## config.mk

```make
export PLATFORM = sky130hd
export DESIGN_NAME = uart_tx_port_flat
export DESIGN_NICKNAME = d
export VERILOG_FILES = /design/src/rtl/uart_tx_port_pkg.sv /design/src/rtl/uart_tx_port_if.sv /design/src/rtl/uart_tx_port_fifo.sv /design/src/rtl/uart_tx_port.sv /design/src/flat_wrapper.sv
export SDC_FILE = /design/constraint.sdc
export NUM_CORES = 1
export LEC_CHECK = 0
export CORE_ASPECT_RATIO = 1.1
export CORE_MARGIN = 1
export CORE_UTILIZATION = 25
export DETAILED_ROUTE_END_ITERATION = 8
export PLACE_DENSITY = 0.44
export SYNTH_ARGS = -nofsm -noshare
export SYNTH_HDL_FRONTEND = slang
export SYNTH_SLANG_ARGS = --single-unit
export TNS_END_PERCENT = 10
```

## constraint.sdc

```tcl
create_clock -name clk -period 6.4 [get_ports clk]
set_input_delay 1.28 -clock clk [delete_from_list [all_inputs] [get_ports clk]]
set_output_delay 1.28 -clock clk [all_outputs]
set_load 0.01 [all_outputs]
```

## src/rtl/uart_tx_port_pkg.sv

```systemverilog
// Shared constants for the UART transmit port.
//   tx_state_e  : transmit FSM state encoding
//   DATA_BITS   : data bits per frame
//   FRAME_BITS  : bits per frame (start + data + optional parity + stop)
// Optional feature macro: UART_TX_PARITY_EN (adds an even-parity bit).
package uart_tx_port_pkg;

  typedef enum logic [2:0] {
    IDLE   = 3'd0,
    START  = 3'd1,
    DATA   = 3'd2,
    PARITY = 3'd3,
    STOP   = 3'd4
  } tx_state_e;

  localparam int DATA_BITS = 8;

`ifdef UART_TX_PARITY_EN
  localparam int FRAME_BITS = 11;
`else
  localparam int FRAME_BITS = 10;
`endif

endpackage

```

## src/rtl/uart_tx_port_if.sv

```systemverilog
// Core-side write port of the UART transmitter.
//   cq   : byte to transmit
//   cwre : single-cycle write strobe qualifying cq
//   cbsy : FIFO full, writes are refused while high
// master = the core driving writes, slave = the transmitter.
interface uart_tx_port_if;
  logic [7:0] cq;
  logic       cwre;
  logic       cbsy;

  modport master (output cq, output cwre, input cbsy);
  modport slave  (input cq, input cwre, output cbsy);
endinterface

```

## src/rtl/uart_tx_port_fifo.sv

```systemverilog
// tx_fifo: transmit FIFO, depth 2**FIFO_LOG2, first-word-fall-through head.
//   clk, reset : clock, synchronous active-high reset
//   push, din  : write request and data (ignored when full)
//   pop        : discard head entry (ignored when empty)
//   head       : oldest entry
//   full, empty: registered status flags, valid the cycle after the edge
module tx_fifo #(
  parameter int WIDTH     = 8,
  parameter int FIFO_LOG2 = 2
) (
  input  logic             clk,
  input  logic             reset,
  input  logic             push,
  input  logic             pop,
  input  logic [WIDTH-1:0] din,
  output logic [WIDTH-1:0] head,
  output logic             full,
  output logic             empty
);

  localparam int DEPTH = 2 ** FIFO_LOG2;
  localparam logic [FIFO_LOG2:0] DEPTH_CNT = {1'b1, {FIFO_LOG2{1'b0}}};

  logic [WIDTH-1:0]     mem [DEPTH];
  logic [FIFO_LOG2-1:0] wr_ptr;
  logic [FIFO_LOG2-1:0] rd_ptr;
  logic [FIFO_LOG2:0]   count;
  logic [FIFO_LOG2:0]   count_next;
  logic                 do_push;
  logic                 do_pop;

  assign do_push = push & ~full;
  assign do_pop  = pop & ~empty;
  assign head    = mem[rd_ptr];

  always_comb begin
    count_next = count;
    case ({do_push, do_pop})
      2'b10:   count_next = count + (FIFO_LOG2 + 1)'(1);
      2'b01:   count_next = count - (FIFO_LOG2 + 1)'(1);
      default: count_next = count;
    endcase
  end

  always_ff @(posedge clk) begin
    if (do_push && !reset) mem[wr_ptr] <= din;
  end

  // Pointers wrap naturally because DEPTH is a power of two.
  always_ff @(posedge clk) begin
    if (reset) begin
      wr_ptr <= '0;
      rd_ptr <= '0;
      count  <= '0;
      full   <= 1'b0;
      empty  <= 1'b1;
    end else begin
      if (do_push) wr_ptr <= wr_ptr + FIFO_LOG2'(1);
      if (do_pop)  rd_ptr <= rd_ptr + FIFO_LOG2'(1);
      count <= count_next;
      full  <= (count_next == DEPTH_CNT);
      empty <= (count_next == '0);
    end
  end

endmodule

```

## src/rtl/uart_tx_port.sv

```systemverilog
// uart_tx_port: buffered UART transmitter (8 data bits, 1 stop bit, LSB first).
//   clk   : sole clock
//   reset : synchronous active-high reset
//   core  : write port (cq, cwre, cbsy), slave side
//   txd   : serial output, idle high, driven from a flop
// Parameters: CLK_DIV clock cycles per bit (2..65535), FIFO_LOG2 log2 of FIFO depth (1..6).
// Optional feature macro: UART_TX_PARITY_EN adds an even-parity bit after data bit 7.
module uart_tx_port #(
  parameter int CLK_DIV   = 16,
  parameter int FIFO_LOG2 = 2
) (
  input  logic           clk,
  input  logic           reset,
  uart_tx_port_if.slave  core,
  output logic           txd
);
  import uart_tx_port_pkg::*;

  localparam logic [15:0] DIV_RELOAD = 16'(CLK_DIV - 1);
  localparam logic [2:0]  LAST_BIT   = 3'(DATA_BITS - 1);

  tx_state_e   state;
  logic [15:0] div;
  logic [2:0]  idx;
  logic [7:0]  shift;
  logic [7:0]  head;
  logic        fifo_full;
  logic        fifo_empty;
  logic        push;
  logic        pop;
  logic        bit_end;
`ifdef UART_TX_PARITY_EN
  logic        parity;
`endif

  tx_fifo #(
    .WIDTH     (8),
    .FIFO_LOG2 (FIFO_LOG2)
  ) u_fifo (
    .clk   (clk),
    .reset (reset),
    .push  (push),
    .pop   (pop),
    .din   (core.cq),
    .head  (head),
    .full  (fifo_full),
    .empty (fifo_empty)
  );

  assign push      = core.cwre & ~fifo_full;
  assign core.cbsy = fifo_full;
  assign bit_end   = (div == 16'd0);

  // The next byte is taken either from idle or at the last cycle of a stop
  // bit, so back-to-back frames have no gap.
  always_comb begin
    pop = 1'b0;
    if (!fifo_empty) begin
      if (state == IDLE)               pop = 1'b1;
      else if (state == STOP && bit_end) pop = 1'b1;
    end
  end

  always_ff @(posedge clk) begin
    if (reset) begin
      state <= IDLE;
      txd   <= 1'b1;
      div   <= 16'd0;
      idx   <= 3'd0;
      shift <= 8'd0;
`ifdef UART_TX_PARITY_EN
      parity <= 1'b0;
`endif
    end else begin
      case (state)
        IDLE: begin
          txd <= 1'b1;
          if (pop) begin
            shift <= head;
`ifdef UART_TX_PARITY_EN
            parity <= ^head;
`endif
            txd   <= 1'b0;
            div   <= DIV_RELOAD;
            state <= START;
          end
        end

        START: begin
          if (bit_end) begin
            txd   <= shift[0];
            shift <= shift >> 1;
            idx   <= 3'd0;
            div   <= DIV_RELOAD;
            state <= DATA;
          end else begin
            div <= div - 16'd1;
          end
        end

        DATA: begin
          if (bit_end) begin
            div <= DIV_RELOAD;
            if (idx == LAST_BIT) begin
`ifdef UART_TX_PARITY_EN
              txd   <= parity;
              state <= PARITY;
`else
              txd   <= 1'b1;
              state <= STOP;
`endif
            end else begin
              txd   <= shift[0];
              shift <= shift >> 1;
              idx   <= idx + 3'd1;
            end
          end else begin
            div <= div - 16'd1;
          end
        end

`ifdef UART_TX_PARITY_EN
        PARITY: begin
          if (bit_end) begin
            txd   <= 1'b1;
            div   <= DIV_RELOAD;
            state <= STOP;
          end else begin
            div <= div - 16'd1;
          end
        end
`endif

        STOP: begin
          if (bit_end) begin
            if (pop) begin
              shift <= head;
`ifdef UART_TX_PARITY_EN
              parity <= ^head;
`endif
              txd   <= 1'b0;
              div   <= DIV_RELOAD;
              state <= START;
            end else begin
              txd   <= 1'b1;
              state <= IDLE;
            end
          end else begin
            div <= div - 16'd1;
          end
        end

        default: begin
          txd   <= 1'b1;
          state <= IDLE;
        end
      endcase
    end
  end

endmodule

```

## src/flat_wrapper.sv

```systemverilog
// flat-port wrapper written by rule: the top's interface ports become plain ports
module uart_tx_port_flat import uart_tx_port_pkg::*;
#(
  parameter int CLK_DIV   = 16,
  parameter int FIFO_LOG2 = 2
)
  (clk, reset, txd, core_cq, core_cwre, core_cbsy);
  uart_tx_port_if core_i ();
  input  logic clk;
  input  logic reset;
  output logic txd;
  input wire logic [$bits(core_i.cq)-1:0] core_cq;
  input wire logic [$bits(core_i.cwre)-1:0] core_cwre;
  output wire logic [$bits(core_i.cbsy)-1:0] core_cbsy;
  assign core_i.cq = core_cq;
  assign core_i.cwre = core_cwre;
  assign core_cbsy = core_i.cbsy;
  uart_tx_port #(.CLK_DIV(CLK_DIV), .FIFO_LOG2(FIFO_LOG2)) u_core (.clk(clk), .reset(reset), .core(core_i), .txd(txd));
endmodule
```

* Word-level counts from Yosys, hierarchy flattened *
Memory sizes are Yosys's and may differ from the RTL's. A register that Yosys moved wholly into a read port is not among the register bits.
Cells that the tools add are included.

storage, ports and cells
  bits in registers = 40
  memory bits (writable) = 32
  input port bits = 11
  output and inout port bits = 2
  word-level logic and storage cells = 84
  memories kept = 1

cells by class
  add/sub/neg operators = 6
  equal/unequal tests = 13
  mux-type cells = 35
  bitwise logic cells = 5
  reduce and logical (&&, ||, !) cells = 14

memories
  memory             words  width  read ports  clocked after Yosys merged registers in  wr ports  RTL line                 RTL
  u_core.u_fifo.mem  4      8      1           1                                        1         uart_tx_port_fifo.sv:24  logic [WIDTH-1:0] mem [DEPTH];

operator list
  operator                                                               count
  16-bit 2-to-1 mux                                                      3
  16-bit one-hot mux with 3 select lines                                 1
  8-bit 2-to-1 mux                                                       5
  8-bit one-hot mux with 4 select lines                                  1
  3-bit 2-to-1 mux                                                       8
  16-bit logical NOT                                                     1
  16-bit by 1-bit subtractor with 16-bit output, second input constant   1
  3-bit one-hot mux with 2 select lines                                  2
  3-bit one-hot mux with 4 select lines                                  1
  1-bit 2-to-1 mux                                                       11
  5-bit AND reduction                                                    2
  3-bit equality test, second input constant                             3
  2-bit by 1-bit != test with 1-bit output, second input constant        4
  3-bit by 1-bit adder with 3-bit output, second input constant          2
  3-bit logical NOT                                                      2
  2-bit by 1-bit adder with 2-bit output, second input constant          2
  2-bit 2-to-1 mux                                                       2
  2-bit != test, second input constant                                   2
  1-bit one-hot mux with 4 select lines                                  1
  4-bit AND reduction                                                    1
  4-bit nonzero test                                                     1
  1-bit bitwise AND                                                      3
  3-bit by 1-bit equality test with 1-bit output, second input constant  1
  3-bit by 2-bit equality test with 1-bit output, second input constant  1
  other kinds (10)                                                       12

* Logic depth before layout (Yosys ltp) *
  depth after elaboration = 9
  depth in mapped cells = 14
  gate-level depth less buffers = 13

* By module *
From an unflattened synthesis, not the netlist that was laid out.

unflattened totals
  cell total of the unflattened synthesis = 298
  area, all modules = 3455.8 um^2

modules (own cells, without submodules)
  module        instances  cells an instance  area an instance (um^2)  seq. area each (um^2)
  uart_tx_port  1          198                1765.4                   620.6
  tx_fifo       1          100                1690.4                   1181.1

* Worst setup path after synthesis *
OpenSTA, ideal clock, no wires.

  path kind = reg-to-reg
  start point = register u_core.div[0]
  end point = register u_core.u_fifo.empty
  library setup time = 0.070 ns
  arrival time = 2.921 ns
  data required time = 6.330 ns
  setup slack = 3.409 ns
  cell stages (with the launch flop) = 13
  path buffers = 1
  clock period less this slack = 2.991 ns
  path through = dfxtp_1 > inv_1 > ha_1 > or4b_1 > nor4_4 > o21ai_1 > clkbuf_1 > inv_1 > ha_1 > fa_1 > nor2_1 > a21oi_1 > a21oi_1

between the ends
  cells in the longest elaborated chain, start to end = 9
  elaborated cells between the ends (all ways) = 10
  those cells by class = 2 x eq/ne; 4 x mux; 1 x bitwise; 3 x reduce/logical

ends and longest elaborated chain
  item                                                                                          RTL line                 RTL
  start: declaration                                                                            uart_tx_port.sv:23       logic [15:0] div;
  start signal: assignment                                                                      uart_tx_port.sv:97       div <= div - 16'd1;
  start signal: assignment                                                                      uart_tx_port.sv:118      div <= div - 16'd1;
  start signal: assignment                                                                      uart_tx_port.sv:149      div <= div - 16'd1;
  16-bit logical NOT *                                                                          uart_tx_port.sv:52       assign bit_end = (div == 16'd0);
  1-bit logical AND *                                                                           uart_tx_port.sv:60       else if (state == STOP && bit_end) pop = 1'b1;
  1-bit 2-to-1 mux *                                                                            uart_tx_port.sv:60
  1-bit 2-to-1 mux *                                                                            uart_tx_port.sv:59       if (state == IDLE) pop = 1'b1;
  1-bit 2-to-1 mux *                                                                            uart_tx_port.sv:58       if (!fifo_empty) begin
  1-bit bitwise AND *                                                                           uart_tx_port_fifo.sv:33  assign do_pop = pop & ~empty;
  2-bit by 1-bit equality test with 1-bit output / 2-bit equality test (equally long branches)  uart_tx_port_fifo.sv:38  case ({do_push, do_pop})
  3-bit one-hot mux with 2 select lines *                                                       uart_tx_port_fifo.sv:38
  3-bit logical NOT *                                                                           uart_tx_port_fifo.sv:62  empty <= (count_next == '0);
  end signal: assignment                                                                        uart_tx_port_fifo.sv:62
  end: declaration                                                                              uart_tx_port_fifo.sv:18  output logic empty

Mark *: on every way between the ends. The rest lies on a longest branch, timed or not.
A chain may end at the register's enable or synchronous reset.

* Worst setup path in the final report *
  start point = input port core_cwre
  end point = register u_core.u_fifo.empty

between the ends
  cells in the longest elaborated chain, start to end = 5
  elaborated cells between the ends (all ways) = 6
  those cells by class = 2 x eq/ne; 1 x mux; 2 x bitwise; 1 x reduce/logical

ends and longest elaborated chain
  item                                                                                          RTL line                 RTL
  start: declaration                                                                            flat_wrapper.sv:13       input wire logic [$bits(core_i.cwre)-1:0] core_cwre;
  1-bit bitwise AND *                                                                           uart_tx_port.sv:50       assign push = core.cwre & ~fifo_full;
  1-bit bitwise AND *                                                                           uart_tx_port_fifo.sv:32  assign do_push = push & ~full;
  2-bit by 1-bit equality test with 1-bit output / 2-bit equality test (equally long branches)  uart_tx_port_fifo.sv:38
  3-bit one-hot mux with 2 select lines *                                                       uart_tx_port_fifo.sv:38
  3-bit logical NOT *                                                                           uart_tx_port_fifo.sv:62

Marks and branches as above.

==> flow_summary.ini <==
[clock_tree]
cts_setup_buffers = 0
cts-root-buf = clkbuf_16
numCtsBuffers = 9
hold_buffers = 0
clk_pin_slew_ns = 0.06
htreeDepth = 3
cts_tree = done
numClockSinks = 74
postCtsResizedCells = 0
clockBufferDepth = 2
insertion_delay_ns = 0.34

[floorplan]
initial_utilization = 0.261
die_w_um = 112
dieArea_mm2 = 0.0138
floorplan.rows = 43
fp.coreArea_mm2 = 0.0128
fp.dieH_um = 123
io_pins = 13

[detailed_routing]
drc_errors = 0
drt-initial-drc-count = 128
wl_per_cell_um = 14.4
first_pass_iters = 4
ant_nets = 0
wirelength_um = 6860
via_per_inst = 4.89
vias = 2321

[timing]
final.setup.tns_ns = 0
setup_viol = 0
hold_violations = 0
tightest_slew_ns = 1.12
rsz0062_at_grt = no
max_freq_ghz = 0.313
drv_slew = 0
relSlewSlack = 0.250
fin_crit_ns = 3.19
post-route-period-util = 0.499
skew_ns = 0.00756

[grt]
track_usage = 0.112
grt_overflow = 0
grt_max_degree = 42
antenna_found_initial = 0
grt_pass1_vias = 2292
grt_pass1_wl_um = 11800

[yosys]
syn_avg_cell_area_um2 = 11.1
synth_area_leader_cell = edfxtp_1
synthTopCellsByArea = edfxtp_1 29%, dfxtp_1 25%, mux4_2 5.4%
synth_edf_count = 32
syn_area_mm2 = 0.00334
synth-seq-area-share = 0.539
synth.ff_latch_count = 74
ys.flop_type = dfxtp_1
yosysMostFrequentCell = dfxtp_1
synth_top_area_frac = 0.288
synth_warnings = 0
syn_inst = 301
syn_nets = 321
synthArstFlopShare = 0
synthTopCellsByCount = 42 x dfxtp_1, 32 x edfxtp_1, 28 x a21oi_1
synth.distinct_cells = 48

[layout]
drive_above_1_share = 0.116
nNetsFinal = 333
final_core_util = 0.307
areaGrowthSynthToFinish_pct = 17.8
antenna_cells = 0

[power_and_ir_drop]
ir_drop_uv = 203
leakage_nw = 1.41
p_seq_frac = 0.341
power.switching_uw = 800
sw_frac_of_total = 0.391
intPower_mw = 1.25
pwr-share-clk = 0.255
p_per_area_mw_per_mm2 = 520
p_comb_frac = 0.403

[setup_path]
path_max_fanout = 7
start_kind = primary input
cp_slowest_cell = clkdlybuf4s50_1
crit_chain = clkdlybuf4s50_1 -> nor2b_1 -> inv_1 -> ha_1 -> fa_1 -> xnor2_1 -> nor2_1 -> xnor2_1 -> nor2_1 -> a21oi_1
worst_path_dominant_cell_family = adder cells
worstPathRequired_ns = 6.66
crit_buf_inv = 2
path_class = primary input to flip-flop
cp.arrival_ns = 3.45
cpPeakStageDelay_ns = 0.44
endpoint_kind = flip-flop

[place]
portBuffers = 12
gp_congestion = 0.734
dp_hpwl_um = 4510

[worst_hold_path]
worstHoldPathType = flip-flop to flip-flop

[job]
maxCapViolations = 0

[outcome]
status = finished, final reports clean
[flip-flops by register name, summed over array words and instances (netlist names), named ones only]
signal                cells
u_core.u_fifo.mem        32
u_core.div               16
u_core.shift              8
u_core.idx                3
u_core.state              3
u_core.u_fifo.count       3
u_core.u_fifo.rd_ptr      2
u_core.u_fifo.wr_ptr      2
u_core.txd                1
u_core.u_fifo.empty       1
u_core.u_fifo.full        1
[tightest hold or removal path, delay by kind of cell, from the launching register on]
family	cells	cell delay, ns
simple gates	1	0.05
flops	1	0.31
compound gates	1	0.05
[power groups by stage]
stage          Sequential [mW]  Combinational, mW  Clock, mW
3_5_place_dp             0.709              0.829          0
2_1_floorplan            0.664              0.665          0
5_1_grt                  0.719              0.930      0.560
4_1_cts                  0.699              0.832      0.541
3_3_place_gp             0.709              0.822          0
6_report                 0.698              0.825      0.523
[through the flow]
stage          cells  power, mW  hold WS [ns]  cell area (µm²)  setup WS (ns)
3_5_place_dp     459       1.54         0.449             3630           2.87
3_3_place_gp     459       1.53         0.441             3630           2.94
5_1_grt          475       2.21         0.486             3940           3.04
6_report         475       2.05         0.455             3940           3.21
4_1_cts          475       2.07         0.458             3940           3.21
2_1_floorplan    301       1.33         0.436             3340           3.41
[per-layer routing]
metal | routed length [µm] | up-vias | track usage
met5 | 0 | - | 0
met4 | 116 | 0 | 0.0475
met3 | 234 | 8 | 0.0309
met2 | 3180 | 38 | 0.181
met1 | 3330 | 1116 | 0.141
li1 | - | 1159 | -
[worst paths after layout]
path                      start  slack [ns]  cells past startpoint                   to
hold / removal    u_core.idx[1]        0.46                      2        u_core.idx[1]
setup / recovery      core_cwre        3.21                     10  u_core.u_fifo.empty
setup reg to reg  u_core.div[0]        3.50                     12  u_core.u_fifo.empty
hold reg to reg   u_core.idx[1]        0.46                      2        u_core.idx[1]
[layout make-up]
class | instances | area [µm²]
Fill cell | 1321 | 8870
Sequential cell | 74 | 1800
Multi-Input combinational cell | 201 | 1440
Clock buffer | 9 | 225
Tap cell | 157 | 196
Timing Repair Buffer | 15 | 143
Clock inverter | 7 | 82.6
Inverter | 12 | 45.0
[cell families after synthesis]
logic type / synth area share
buf+inv: 0.0292
simple gates: 0.156
mux: 0.0779
flops: 0.539
compound gates: 0.138
fa+ha+maj: 0.0390
xor+xnor: 0.0210
[cells in the final DEF (no fill, tap or decap), drive strengths merged, types with 2 or more instances in the layout]
cell type	synthesis	final
clkinv	1	2
buf	4	3
xor2	4	4
o21ai	13	13
or4	4	4
a21o	8	8
nand3	14	14
a21oi	28	28
and3	5	5
mux4	8	8
inv	11	16
nand4	2	2
dfxtp	42	42
a32o	2	2
or3	3	3
xnor2	4	4
or2	5	5
nand2b	2	2
edfxtp	32	32
o211ai	2	2
ha	8	8
nand2	7	7
clkbuf	10	9
nor2	22	22
a31oi	3	3
clkdlybuf4s50	0	12
mux2i	8	8
nor3	18	18
a211oi	9	9
nor4	7	7
No activity file was read; power rests on OpenSTA's default activity.
